[src/rtl/color_scan_sequencer.sv]
// color_scan_sequencer
// Sequences one colour-analysis pass over the RGB332 frame buffer. After a CPU
// start pulse it waits for the camera to finish a frame. It then holds the
// camera writer off and reads every pixel address once through the shared read
// port. The VGA reader always wins the port. Pixels go to the classifier with
// first/last markers. Busy/done/timeout status goes to the CPU register block.
//
// Optional feature: define SCAN_TIMEOUT_EN to enable a watchdog. The watchdog
// aborts a pass that spends TIMEOUT_CYC cycles in WAIT_FRAME plus SCAN.
module color_scan_sequencer #(
  parameter int ADDR_W      = 32'sd15,
  parameter int NPIX        = 32'sd19200,
  parameter int BASE_ADDR   = 32'sd0,
  parameter int TIMEOUT_CYC = 32'sd1048576
) (
  input  logic              clk,
  input  logic              rst,
  input  logic              start,
  input  logic              cam_frame_done,
  output logic              cam_hold,
  input  logic              vga_req,
  input  logic [ADDR_W-1:0] vga_addr,
  output logic              vga_grant,
  output logic [ADDR_W-1:0] fb_addr,
  input  logic [7:0]        fb_data,
  output logic [7:0]        pix_data,
  output logic              pix_valid,
  output logic              pix_first,
  output logic              pix_last,
  output logic              busy,
  output logic              done,
  output logic              timeout
);

  typedef enum logic [2:0] {
    ST_IDLE  = 3'd0,
    ST_WAIT  = 3'd1,
    ST_SCAN  = 3'd2,
    ST_DRAIN = 3'd3,
    ST_DONE  = 3'd4
  } state_t;

  localparam logic [ADDR_W-1:0] LAST_CNT = ADDR_W'(NPIX - 32'sd1);
  localparam logic [ADDR_W-1:0] BASE     = ADDR_W'(BASE_ADDR);
  localparam logic [ADDR_W-1:0] CNT_ZERO = {ADDR_W{1'b0}};
  localparam logic [ADDR_W-1:0] CNT_ONE  = ADDR_W'(1'b1);

  state_t            state_r;
  state_t            state_nxt_s;
  logic [ADDR_W-1:0] cnt_r;
  logic              drain_r;
  logic              issue_s;
  logic              cnt_last_s;
  logic              in_watch_s;
  logic              wd_expire_s;
  logic [ADDR_W-1:0] fb_addr_s;

  logic              busy_r;
  logic              busy_nxt_s;
  logic              cam_hold_r;
  logic              cam_hold_nxt_s;
  logic              done_r;
  logic              done_nxt_s;
  logic              timeout_r;
  logic              timeout_nxt_s;

  logic              s1_valid_r;
  logic              s1_first_r;
  logic              s1_last_r;
  logic [7:0]        pix_data_r;
  logic              pix_valid_r;
  logic              pix_first_r;
  logic              pix_last_r;

  assign cnt_last_s = (cnt_r == LAST_CNT);
  assign in_watch_s = (state_r == ST_WAIT) || (state_r == ST_SCAN);

  // The analyser issues only on cycles the VGA reader leaves the read port free
  always_comb begin
    issue_s   = 1'b0;
    fb_addr_s = vga_addr;
    if ((state_r == ST_SCAN) && !vga_req) begin
      issue_s   = 1'b1;
      fb_addr_s = BASE + cnt_r;
    end else begin
      issue_s   = 1'b0;
      fb_addr_s = vga_addr;
    end
  end

  assign vga_grant = vga_req;
  assign fb_addr   = fb_addr_s;

`ifdef SCAN_TIMEOUT_EN
  localparam int WD_W = $clog2(TIMEOUT_CYC + 32'sd1);
  localparam logic [WD_W-1:0] WD_LAST = WD_W'(TIMEOUT_CYC - 32'sd1);

  logic [WD_W-1:0] wd_r;

  // Watchdog: counts cycles spent waiting for a frame or scanning, else restarts
  always_ff @(posedge clk) begin
    if (rst) begin
      wd_r <= {WD_W{1'b0}};
    end else if (in_watch_s) begin
      wd_r <= wd_r + WD_W'(1'b1);
    end else begin
      wd_r <= {WD_W{1'b0}};
    end
  end

  assign wd_expire_s = in_watch_s && (wd_r == WD_LAST);
`else
  // No watchdog: a pass waits for its frame and the read port indefinitely
  logic cfg_unused_s;
  assign cfg_unused_s = (TIMEOUT_CYC > 32'sd0);
  assign wd_expire_s  = 1'b0;
`endif

  // State register
  always_ff @(posedge clk) begin
    if (rst) begin
      state_r <= ST_IDLE;
    end else begin
      state_r <= state_nxt_s;
    end
  end

  // Next-state logic; a watchdog abort overrides normal progress
  always_comb begin
    state_nxt_s = state_r;
    case (state_r)
      ST_IDLE: begin
        if (start) begin
          state_nxt_s = ST_WAIT;
        end else begin
          state_nxt_s = ST_IDLE;
        end
      end
      ST_WAIT: begin
        if (wd_expire_s) begin
          state_nxt_s = ST_IDLE;
        end else if (cam_frame_done) begin
          state_nxt_s = ST_SCAN;
        end else begin
          state_nxt_s = ST_WAIT;
        end
      end
      ST_SCAN: begin
        if (wd_expire_s) begin
          state_nxt_s = ST_IDLE;
        end else if (issue_s && cnt_last_s) begin
          state_nxt_s = ST_DRAIN;
        end else begin
          state_nxt_s = ST_SCAN;
        end
      end
      ST_DRAIN: begin
        if (drain_r) begin
          state_nxt_s = ST_DONE;
        end else begin
          state_nxt_s = ST_DRAIN;
        end
      end
      ST_DONE: begin
        state_nxt_s = ST_IDLE;
      end
      default: begin
        state_nxt_s = ST_IDLE;
      end
    endcase
  end

  // Status outputs are derived from the upcoming state so they register cleanly
  always_comb begin
    busy_nxt_s     = 1'b0;
    cam_hold_nxt_s = 1'b0;
    done_nxt_s     = done_r;
    timeout_nxt_s  = timeout_r;
    case (state_nxt_s)
      ST_WAIT: begin
        busy_nxt_s     = 1'b1;
        cam_hold_nxt_s = 1'b0;
      end
      ST_SCAN, ST_DRAIN: begin
        busy_nxt_s     = 1'b1;
        cam_hold_nxt_s = 1'b1;
      end
      default: begin
        busy_nxt_s     = 1'b0;
        cam_hold_nxt_s = 1'b0;
      end
    endcase
    if ((state_r == ST_IDLE) && start) begin
      done_nxt_s    = 1'b0;
      timeout_nxt_s = 1'b0;
    end else if (wd_expire_s) begin
      done_nxt_s    = done_r;
      timeout_nxt_s = 1'b1;
    end else if ((state_r == ST_DRAIN) && drain_r) begin
      done_nxt_s    = 1'b1;
      timeout_nxt_s = timeout_r;
    end else begin
      done_nxt_s    = done_r;
      timeout_nxt_s = timeout_r;
    end
  end

  // Registered status outputs
  always_ff @(posedge clk) begin
    if (rst) begin
      busy_r     <= 1'b0;
      cam_hold_r <= 1'b0;
      done_r     <= 1'b0;
      timeout_r  <= 1'b0;
    end else begin
      busy_r     <= busy_nxt_s;
      cam_hold_r <= cam_hold_nxt_s;
      done_r     <= done_nxt_s;
      timeout_r  <= timeout_nxt_s;
    end
  end

  // Pixel counter: cleared when the scan begins, advanced on every issue
  always_ff @(posedge clk) begin
    if (rst) begin
      cnt_r <= CNT_ZERO;
    end else if ((state_r == ST_WAIT) && (state_nxt_s == ST_SCAN)) begin
      cnt_r <= CNT_ZERO;
    end else if (issue_s) begin
      cnt_r <= cnt_r + CNT_ONE;
    end else begin
      cnt_r <= cnt_r;
    end
  end

  // Two-cycle drain timer so the last pixel leaves the pipe before DONE
  always_ff @(posedge clk) begin
    if (rst) begin
      drain_r <= 1'b0;
    end else begin
      drain_r <= (state_r == ST_DRAIN) && !drain_r;
    end
  end

  // Stage 1: tag the issued address while the frame buffer fetches it
  always_ff @(posedge clk) begin
    if (rst) begin
      s1_valid_r <= 1'b0;
      s1_first_r <= 1'b0;
      s1_last_r  <= 1'b0;
    end else begin
      s1_valid_r <= issue_s;
      s1_first_r <= issue_s && (cnt_r == CNT_ZERO);
      s1_last_r  <= issue_s && cnt_last_s && !wd_expire_s;
    end
  end

  // Stage 2: register the returned pixel and its markers for the classifier
  always_ff @(posedge clk) begin
    if (rst) begin
      pix_data_r  <= 8'd0;
      pix_valid_r <= 1'b0;
      pix_first_r <= 1'b0;
      pix_last_r  <= 1'b0;
    end else begin
      if (s1_valid_r) begin
        pix_data_r <= fb_data;
      end else begin
        pix_data_r <= pix_data_r;
      end
      pix_valid_r <= s1_valid_r;
      pix_first_r <= s1_valid_r && s1_first_r;
      pix_last_r  <= s1_valid_r && s1_last_r;
    end
  end

  assign pix_data  = pix_data_r;
  assign pix_valid = pix_valid_r;
  assign pix_first = pix_first_r;
  assign pix_last  = pix_last_r;
  assign busy      = busy_r;
  assign cam_hold  = cam_hold_r;
  assign done      = done_r;
  assign timeout   = timeout_r;

endmodule

[config.mk]
export PLATFORM = sky130hd
export DESIGN_NAME = color_scan_sequencer
export DESIGN_NICKNAME = d
export VERILOG_FILES = /design/src/rtl/color_scan_sequencer.sv
export SDC_FILE = /design/constraint.sdc
export NUM_CORES = 1
export LEC_CHECK = 0
export CAP_MARGIN = 30
export CORE_MARGIN = 4
export CORE_UTILIZATION = 40
export CTS_BUF_LIST = sky130_fd_sc_hd__clkbuf_4 sky130_fd_sc_hd__clkbuf_8
export DETAILED_ROUTE_END_ITERATION = 10
export MAX_ROUTING_LAYER = met4
export PLACE_DENSITY = 0.83
export SYNTH_ARGS = -nofsm -noshare
export SYNTH_HDL_FRONTEND = slang
export SYNTH_SLANG_ARGS = --single-unit
[constraint.sdc]
create_clock -name clk -period 3.7 [get_ports clk]
set_input_delay 0.74 -clock clk [delete_from_list [all_inputs] [get_ports clk]]
set_output_delay 0.74 -clock clk [all_outputs]
set_load 0.1 [all_outputs]
* Word-level counts from Yosys, hierarchy flattened
Cells that the tools add are included.
Storage, ports and cells: flip-flop bits (word level) 36, latch bits 0, RAM bits 0, bits in read-only memories 0, input port bits 28, output and inout port bits 31, logic and storage cells 47, memories kept 0
Operators by class: add/subtract/negate cells 1, multiply operators 0, div/mod/pow operators 0, $lt $le $gt $ge 0, equal/unequal tests 7, shift-type cells 0, multiplexer cells 9, bitwise logic cells 0, reductions and logical operators 17
Operator list (count):
- adder 15 x 1 -> 15 bit (second input constant) | 1
- == test 15 bit (second input constant) | 1
- zero test 15 bit | 1
- 2-to-1 mux 15 bit | 1
- == test 3 x 2 -> 1 bit (second input constant) | 4
- case mux 3 bit (4 select lines) | 1
- logical AND 1 bit | 9
- == test 3 x 1 -> 1 bit (second input constant) | 2
- OR reduction 2 bit | 3
- 2-to-1 mux 1 bit | 5
- zero test 3 bit | 1
- 2-to-1 mux 3 bit | 1
- OR reduction 3 bit | 1
- zero test 1 bit | 2
- 2-to-1 mux 2 bit | 1

* Longest topological paths before layout
Gate-level depths: netlist of the first run.
depth in word-level cells 9, depth in mapped cells 6

* Least setup slack after synthesis of the first run
No wires, ideal clock.
kind in2out, from in vga_req, to out fb_addr[0], arrival 3.699 ns, data required time 2.960 ns, path slack -0.739 ns, stages 4, path buffers 2, cell sequence or4b_1 clkbuf_1 clkbuf_1 o21ai_0
Between the ends: longest elaborated chain between the ends 3
Ends and longest elaborated chain:
- start: declaration | RTL line 21 | input logic vga_req,
- zero test 1 bit | RTL line 82 | if ((state_r == ST_SCAN) && !vga_req) begin
- logical AND 1 bit | RTL line 82
- 2-to-1 mux 15 bit | RTL line 82
- end: declaration | RTL line 24 | output logic [ADDR_W-1:0] fb_addr,
Every way passes these cells.

* Worst setup path in the final report of the first run
from in vga_req, to out fb_addr[10]
The elaborated chain is that of the path after synthesis.

==> flow_summary.toml, run 1 <==
[synth]
synth_ff_type = "dfxtp_1"
ys_types = 37
synth_seq_cells = 36
ys_top_cells_by_area = "dfxtp_1, nand2_1, mux2i_1, nor2_1, a21oi_1"
syn_area_sq_um = 1690
synth_edf_count = 0
yosysTopAreaCell = "dfxtp_1"
synth_warnings = 0
syn_inst = 210
avgSynthCellArea_sq_um = 8.05
synth_nets = 240
ys_seq_area_share_pct = 42.6
synthArstFlopShare_pct = 0
synth_top_area_share_pct = 42.6

[setup_path]
critical_path.top_delay_family = "simple AND/OR/NAND/NOR gates"
cp.arrival_ps = 2630
cp-start-kind = "input pin"
reg2reg_slack_ps = 1680
max_stage_delay_ps = 780
cp_slowest_cell = "or4b_1"
critical_path_required_ps = 2960
cp_num_buf_inv = 2
path_class = "input pin to primary output"
worstSetupEndpointType = "primary output"
critPathMaxFanout = 14
crit_chain = "clkdlybuf4s50_1 > or4b_1 > o21ai_0 > buf_12"

[min_path]
hold_class = "flop to flop"

[route]
vias = 1569
vias_per_cell = 5.03
ant_nets = 0
wirelength_mm = 3.91
wl_per_cell_microns = 12.5
drt-initial-drc-count = 89
drc_errors = 0
dr.pass1.iters = 4

[power]
leakage_nw = 0.967
power_switching_mw = 0.296
p_int_mw = 0.608
power_mw = 0.904
power.density_nw_per_um2 = 362
pwr-share-comb_pct = 25.5
seq_power_share_pct = 44.2
ir_worst_vdd_v = 0.000139
p_sw_share_pct = 32.7
pwr-share-clk_pct = 30.3

[layout]
nets = 291
largest_reg_flops = 15
n_antenna_cell = 0
max_flop_register = "cnt_r"
final_cell_mix = "nand2_1, clkdlybuf4s50_1, dfxtp_1, nor2_1, buf_12"
area_delta_synth_final_pct = 47.7
final-instance-count-excl-fill = 312
layout_commonest_cell = "nand2_1"
drive_gt1_share_pct = 13.0
final_util_pct = 61.5

[floorplan]
core_area_sq_um = 4060
rows = 23
die-area_sq_um = 5330
io_pins = 59
die_x_microns = 73.0
die_height_microns = 73.0
start_util_pct = 41.7

[timing]
tightest_slew_ps = 980
fin_crit_ps = 3370
slew_headroom_pct = 34.5
fin_crit_sh_pct = 91.2
slew_viol_final = 0
setup_viol = 0
final_hold_viol_count = 0
grt_setup_unrepaired = "false"
fmax_mhz = 296
fin_skew_ps = 7.08

[global_routing]
track_usage_pct = 15.4
grt_pass1_vias = 1449
grt.overflow.total = 0
antenna_found_initial = 0
grt_start_max_net_pins = 21
grt_pass1_wl_mm = 6.29

[clock_network]
post_cts_buffers = 0
cts_buffers = 5
ctsResizeCount = 0
clk_latency_ps = 290
clock-sinks = 36
clockBufferDepth = 2
htreeDepth = 2
clk_pin_slew_ps = 70
cts_tree = "done"
root_buffer = "clkbuf_8"
cts-hold-fix-buffers = 0

[placement]
io_buffers = 57
hpwl_mm = 2.93
placedCellCount = 304
gp_congestion = 0.879

[job]
cap_violations = 0

[status]
outcome = "completed"
cell families (layout without fill, tap and decap cells):
group | after synthesis | after routing | share of synthesized area (%)
other | 1 | 1 | 0.222
and+or+nand+nor | 110 | 110 | 32.4
xor gates and xnor gates | 6 | 6 | 3.11
muxes | 9 | 9 | 5.33
buffers and inverters | 20 | 72 | 5.70
adders and majority gates | 2 | 2 | 1.48
DFF | 36 | 36 | 42.6
AOI/OAI and AO/OA | 26 | 26 | 9.10
path summary, 6_finish.rpt:
check,from,endpoint,cells after the start
setup / recovery,vga_req,fb_addr[10],4
hold reg to reg,s1_last_r,pix_last,1
hold / removal,s1_last_r,pix_last,1
setup reg to reg,state_r[1],cnt_r[11],5
metal layers:
| layer | share of wire [%] | global-route usage (%) | vias up |
|---|---|---|---|
| met2 | 48 | 25.9 | 41 |
| met1 | 45 | 17.0 | 708 |
| met4 | 1.2 | 5.53 | 0 |
| met3 | 5.9 | 4.55 | 7 |
| met5 | 0 | - | - |
| li1 | - | - | 813 |
power by group through the flow:
stage               sequential (mW)  clock (mW)  combinational [mW]
finish                        0.400       0.274               0.230
global route                  0.401       0.294               0.240
CTS                           0.400       0.284               0.232
detailed placement            0.409           0               0.231
global placement              0.409           0               0.230
floorplan                     0.424           0               0.127
Yosys cell counts, types with 2 or more instances:
cell type  number
a21oi_1        10
a31oi_1         2
and2_1          3
and3b_1         2
buf_2           2
buf_4           5
clkbuf_1        8
dfxtp_1        36
ha_1            2
inv_1           5
mux2i_1         9
nand2_1        50
nand3_1         6
nand4_1         5
nand4_2         2
nor2_1         22
nor3_1          3
nor4_1          3
o21ai_0         7
o31ai_1         2
or3_1           3
or3_2           2
or4_1           3
xnor2_1         2
xor2_1          4
area by class of cell:
| type | instances | area [sq um] |
|---|---|---|
| Clock buffer | 5 | 68.8 |
| Clock inverter | 3 | 18.8 |
| Multi-Input combinational cell | 154 | 873 |
| Timing Repair Buffer | 59 | 733 |
| Inverter | 5 | 18.8 |
| Tap cell | 50 | 62.6 |
| Fill cell | 346 | 1560 |
| Sequential cell | 36 | 721 |
metrics by stage:
stage	setup slack (ps)	hold slack, ps	TNS [ps]	area [sq um]
3_3_place_gp	351	409	0	2410
3_5_place_dp	318	415	0	2410
2_1_floorplan	-739	406	-2220	1690
4_1_cts	316	433	0	2500
5_1_grt	211	454	0	2500
6_report	327	426	0	2500
No activity file was read; power rests on OpenSTA's default activity.
==> inputs of run 2 (changes only) <==
Settings changed: CORE_MARGIN 4 to 3, SETUP_SLACK_MARGIN from default to 0.1.
==> run 2 against run 1 <==
- register-to-register slack worse by 130 ps
- critical path depth is 2 higher
- largest cell class unchanged
- cell area stayed put
- highest routed layer unchanged
- combinational power hardly changed
- first-iteration DRC count is 55% higher
- sequential share of layout area stayed put
- power is 0.54% higher
- sequential cell count stayed put
- clock power hardly changed
- wire length is 8.6% higher
- sequential power hardly changed
==> flow_summary.toml, run 2 (synthesis gave the netlist of run 1 again) <==
[layout]
drive_gt1_share_pct = 13.0
max_flop_register = "cnt_r"
multi_input_area_sq_um = 873
regArea_sq_um = 721
n_antenna_cell = 0
layout_commonest_cell = "nand2_1"
nFillCells = 327
largest_reg_flops = 15
area_delta_synth_final_pct = 47.7
final_cell_mix = "nand2_1, clkdlybuf4s50_1, dfxtp_1, nor2_1, buf_12"
final-instance-count-excl-fill = 312
nets = 291

[global_routing]
track_usage_pct = 18.4
grt_start_max_net_pins = 21
grt.overflow.total = 0
antenna_found_initial = 0
grt_pass1_vias = 1515
grt_pass1_wl_mm = 7.15

[route]
dr.pass1.iters = 5
drc_errors = 0
wirelength_mm = 4.24
ant_nets = 0
wl_per_cell_microns = 13.6
vias = 1648
vias_per_cell = 5.28
drt-initial-drc-count = 138

[setup_path]
cp.arrival_ps = 2560
cp-start-kind = "input pin"
cp_slowest_cell = "or4b_1"
critical_path_required_ps = 2960
critical_path.top_delay_family = "buffers and inverters"
crit_top_cell = "nand2_1"
worstSetupEndpointType = "primary output"
path_class = "input pin to primary output"
r2r_end = "cnt_r[10]"
max_stage_delay_ps = 720
reg2reg_depth = 5
r2r-start = "state_r[1]"
reg2reg_slack_ps = 1550
cp_num_buf_inv = 3
critPathMaxFanout = 14
crit_chain = "clkdlybuf4s50_1 > or4b_1 > buf_4 > nand2_1 > nand2_1 > buf_12"

[min_path]
hold_end = "pix_first"
hold_class = "flop to flop"
holdPathStages = 1
hold_start = "s1_first_r"

[status]
outcome = "completed"

[clock_network]
cts_buffers = 5
post_cts_buffers = 0
cts_tree = "done"
clk_latency_ps = 290
clockBufferDepth = 2
clock-sinks = 36
clk_pin_slew_ps = 80
ctsResizeCount = 0
root_buffer = "clkbuf_8"
htreeDepth = 2
cts-hold-fix-buffers = 0

[timing]
fmax_mhz = 303
fin_crit_sh_pct = 89.1
tightest_slew_ps = 968
grt_setup_unrepaired = "false"
fin_skew_ps = 6.14
setup_viol = 0
fin_crit_ps = 3300
setup_tns_ps = 0
slew_headroom_pct = 35.3
final_hold_viol_count = 0
slew_viol_final = 0

[floorplan]
die_height_microns = 71.0
die_x_microns = 71.0
start_util_pct = 42.0
rows = 23
io_pins = 59
core_area_sq_um = 4030
die-area_sq_um = 5040

[power]
leakage_nw = 0.966
power.density_nw_per_um2 = 364
ir_worst_vdd_v = 0.000156

[job]
cap_violations = 0

[placement]
io_buffers = 57
placedCellCount = 304
gp_congestion = 0.855
hpwl_mm = 3.13
run 2: final cells by class:
cell class / count / area share [%]
multi-input combinational: 154 / 35.0
timing repair buffer: 59 / 29.4
sequential: 36 / 28.9
clock buffer: 5 / 2.76
tap: 50 / 2.51
clock inverter: 3 / 0.752
inverter: 5 / 0.752
run 2: worst max-delay path by stage:
| stage | to | slack [ps] | cells after the start | startpoint |
|---|---|---|---|---|
| after floorplan | fb_addr[0] | 9 | 4 | vga_req |
| after global placement | fb_addr[12] | 410 | 6 | vga_req |
| after detailed placement | fb_addr[13] | 410 | 6 | vga_req |
| after CTS | fb_addr[13] | 390 | 6 | vga_req |
| after global routing | fb_addr[13] | 290 | 6 | vga_req |
| final | fb_addr[13] | 400 | 6 | vga_req |
run 2: metrics by stage:
stage	worst slack [ps]	instance area [sq um]	hold WS (ps)	util (%)	power, mW
after global routing	290	2500	453	62.0	0.944
final	403	2500	431	62.0	0.909
after global placement	408	2410	414	59.8	0.640
after CTS	394	2500	433	62.0	0.915
after detailed placement	406	2410	415	59.8	0.642
after floorplan	8.65	1690	406	-	0.550
run 2: worst register-to-register path: stages, from the launching register on:
cell and delay, ps:
dfxtp_1 540, or4b_1 680, buf_4 270, nor4_1 330, xnor2_1 160, nor2_1 50
run 2: layer usage:
metal / wire, microns / vias to the layer above / global-route usage (%)
li1: - / 815 / -
met1: 1860 / 753 / 22.8
met2: 2030 / 71 / 28.7
met3: 279 / 9 / 5.82
met4: 67 / 0 / 5.43
met5: 0 / - / -
run 2: power breakdown:
group | switching [mW] | total (mW) | internal, mW
clock | 0.145 | 0.276 | 0.131
combinational | 0.148 | 0.233 | 0.0848
sequential | 0.00757 | 0.400 | 0.393
==> inputs of run 3 (changes only) <==
Settings changed: CAP_MARGIN 30 to default, CORE_UTILIZATION 40 to 50, PLACE_DENSITY 0.83 to 0.95.
==> run 3 against run 2 <==
- sequential share of layout area is 0.17 points higher
- sequential power hardly changed
- critical path type unchanged
- largest power group unchanged
- via count is 3.4% higher
- non-clock buffer count stayed put
- cell area is 0.60% lower
- power is 0.81% higher
- clock power is 2% higher
- fmax is 1.4% lower
- global-route usage is 6.7 points higher
- wire length is 13% higher
- count of clock-buffer cells in the layout stayed put
- highest routed layer unchanged
- critical endpoint is now fb_addr[8]
==> flow_summary.toml, run 3 (synthesis gave the netlist of run 1 again) <==
[power]
power_mw = 0.916
ir_worst_vdd_v = 0.000266
leakage_nw = 0.960
power.density_nw_per_um2 = 369

[min_path]
holdPathStages = 1
hold_class = "flop to flop"

[route]
drt-initial-drc-count = 148
dr.pass1.iters = 4
wirelength_mm = 4.79
ant_nets = 0
vias = 1704
vias_per_cell = 5.57
drc_errors = 0
wl_per_cell_microns = 15.6

[clock_network]
clock-sinks = 36
cts_tree = "done"
clk_latency_ps = 350
ctsResizeCount = 0
cts-hold-fix-buffers = 0
cts_buffers = 5
htreeDepth = 2
post_cts_buffers = 0
clockBufferDepth = 2
root_buffer = "clkbuf_4"
clk_pin_slew_ps = 120

[global_routing]
grt_pass1_wl_mm = 7.80
grt_start_max_net_pins = 21
antenna_found_initial = 0
track_usage_pct = 25.1
grt_pass1_vias = 1588
grt.overflow.total = 0

[setup_path]
cp_slowest_cell = "or4b_1"
cp.arrival_ps = 2600
cp-start-kind = "input pin"
crit_top_cell = "nand2_1"
crit_chain = "clkdlybuf4s50_1 > or4b_1 > buf_4 > nand2_1 > nand2_1 > buf_12"
path_depth = 6
reg2reg_depth = 5
cp_num_buf_inv = 3
worstSetupEndpointType = "primary output"
critical_path.top_delay_family = "buffers and inverters"
path_class = "input pin to primary output"
critical_path_required_ps = 2960
critPathMaxFanout = 13
max_stage_delay_ps = 730

[timing]
grt_setup_unrepaired = "false"
final_hold_viol_count = 0
setup_viol = 0
tightest_slew_ps = 991
fin_crit_sh_pct = 90.3
fin_crit_ps = 3340
fin_skew_ps = 7.97
slew_viol_final = 0
fin_ws_ps = 358
slew_headroom_pct = 33.7
fin_hold_ws_ps = 450
setup_tns_ps = 0
fmax_mhz = 299

[layout]
max_flop_register = "cnt_r"
n_antenna_cell = 0
drive_gt1_share_pct = 13.0
final-instance-count-excl-fill = 306
nets = 291
final_util_pct = 79.3
area_delta_synth_final_pct = 46.8
final_cell_mix = "nand2_1, clkdlybuf4s50_1, dfxtp_1, nor2_1, buf_12"
largest_reg_flops = 15
layout_commonest_cell = "nand2_1"
final_area_sq_um = 2480

[status]
outcome = "completed"

[placement]
io_buffers = 57
pre_cts_slack_ps = 365
hpwl_mm = 3.37
placed_cell_area_sq_um = 2400
placedCellCount = 298
gp_congestion = 0.810

[floorplan]
start_util_pct = 54.0
core_area_sq_um = 3130
die-area_sq_um = 4110
io_pins = 59
die_height_microns = 64.1
die_x_microns = 64.1
rows = 20

[job]
cap_violations = 0
run 3: cell types whose count changed in the layout (fill, tap and decap cells not counted):
cell / before / now
clkbuf_4: 0 / 5
clkinv_4: 1 / 0
clkinvlp_4: 0 / 1
clkbuf_8: 5 / 0
clkinv_2: 2 / 1
bufinv_16: 0 / 1
run 3: worst paths after layout:
path | start | endpoint | slack [ps]
hold reg to reg | s1_first_r | pix_first | 450
setup reg to reg | state_r[1] | cnt_r[10] | 1480
hold / removal | s1_first_r | pix_first | 450
setup / recovery | vga_req | fb_addr[8] | 360
run 3: power by group:
group | internal (mW) | switching, mW
sequential | 0.393 | 0.00780
clock | 0.141 | 0.140
combinational | 0.0848 | 0.149
total | 0.618 | 0.298
run 3: cell type report:
cell class / count / area, sq um
timing repair buffer: 59 / 733
clock inverter: 3 / 42.5
multi-input combinational: 154 / 873
sequential: 36 / 721
fill: 174 / 647
tap: 44 / 55.1
inverter: 5 / 18.8
clock buffer: 5 / 37.5
run 3: per-layer routing:
| metal | global-route usage [%] | up-vias | part of all wire, % |
|---|---|---|---|
| met3 | 7.91 | 12 | 9.1 |
| met1 | 28.7 | 781 | 39 |
| met4 | 8.97 | 0 | 2.1 |
| li1 | - | 816 | - |
| met5 | - | - | 0 |
| met2 | 41.3 | 95 | 50 |
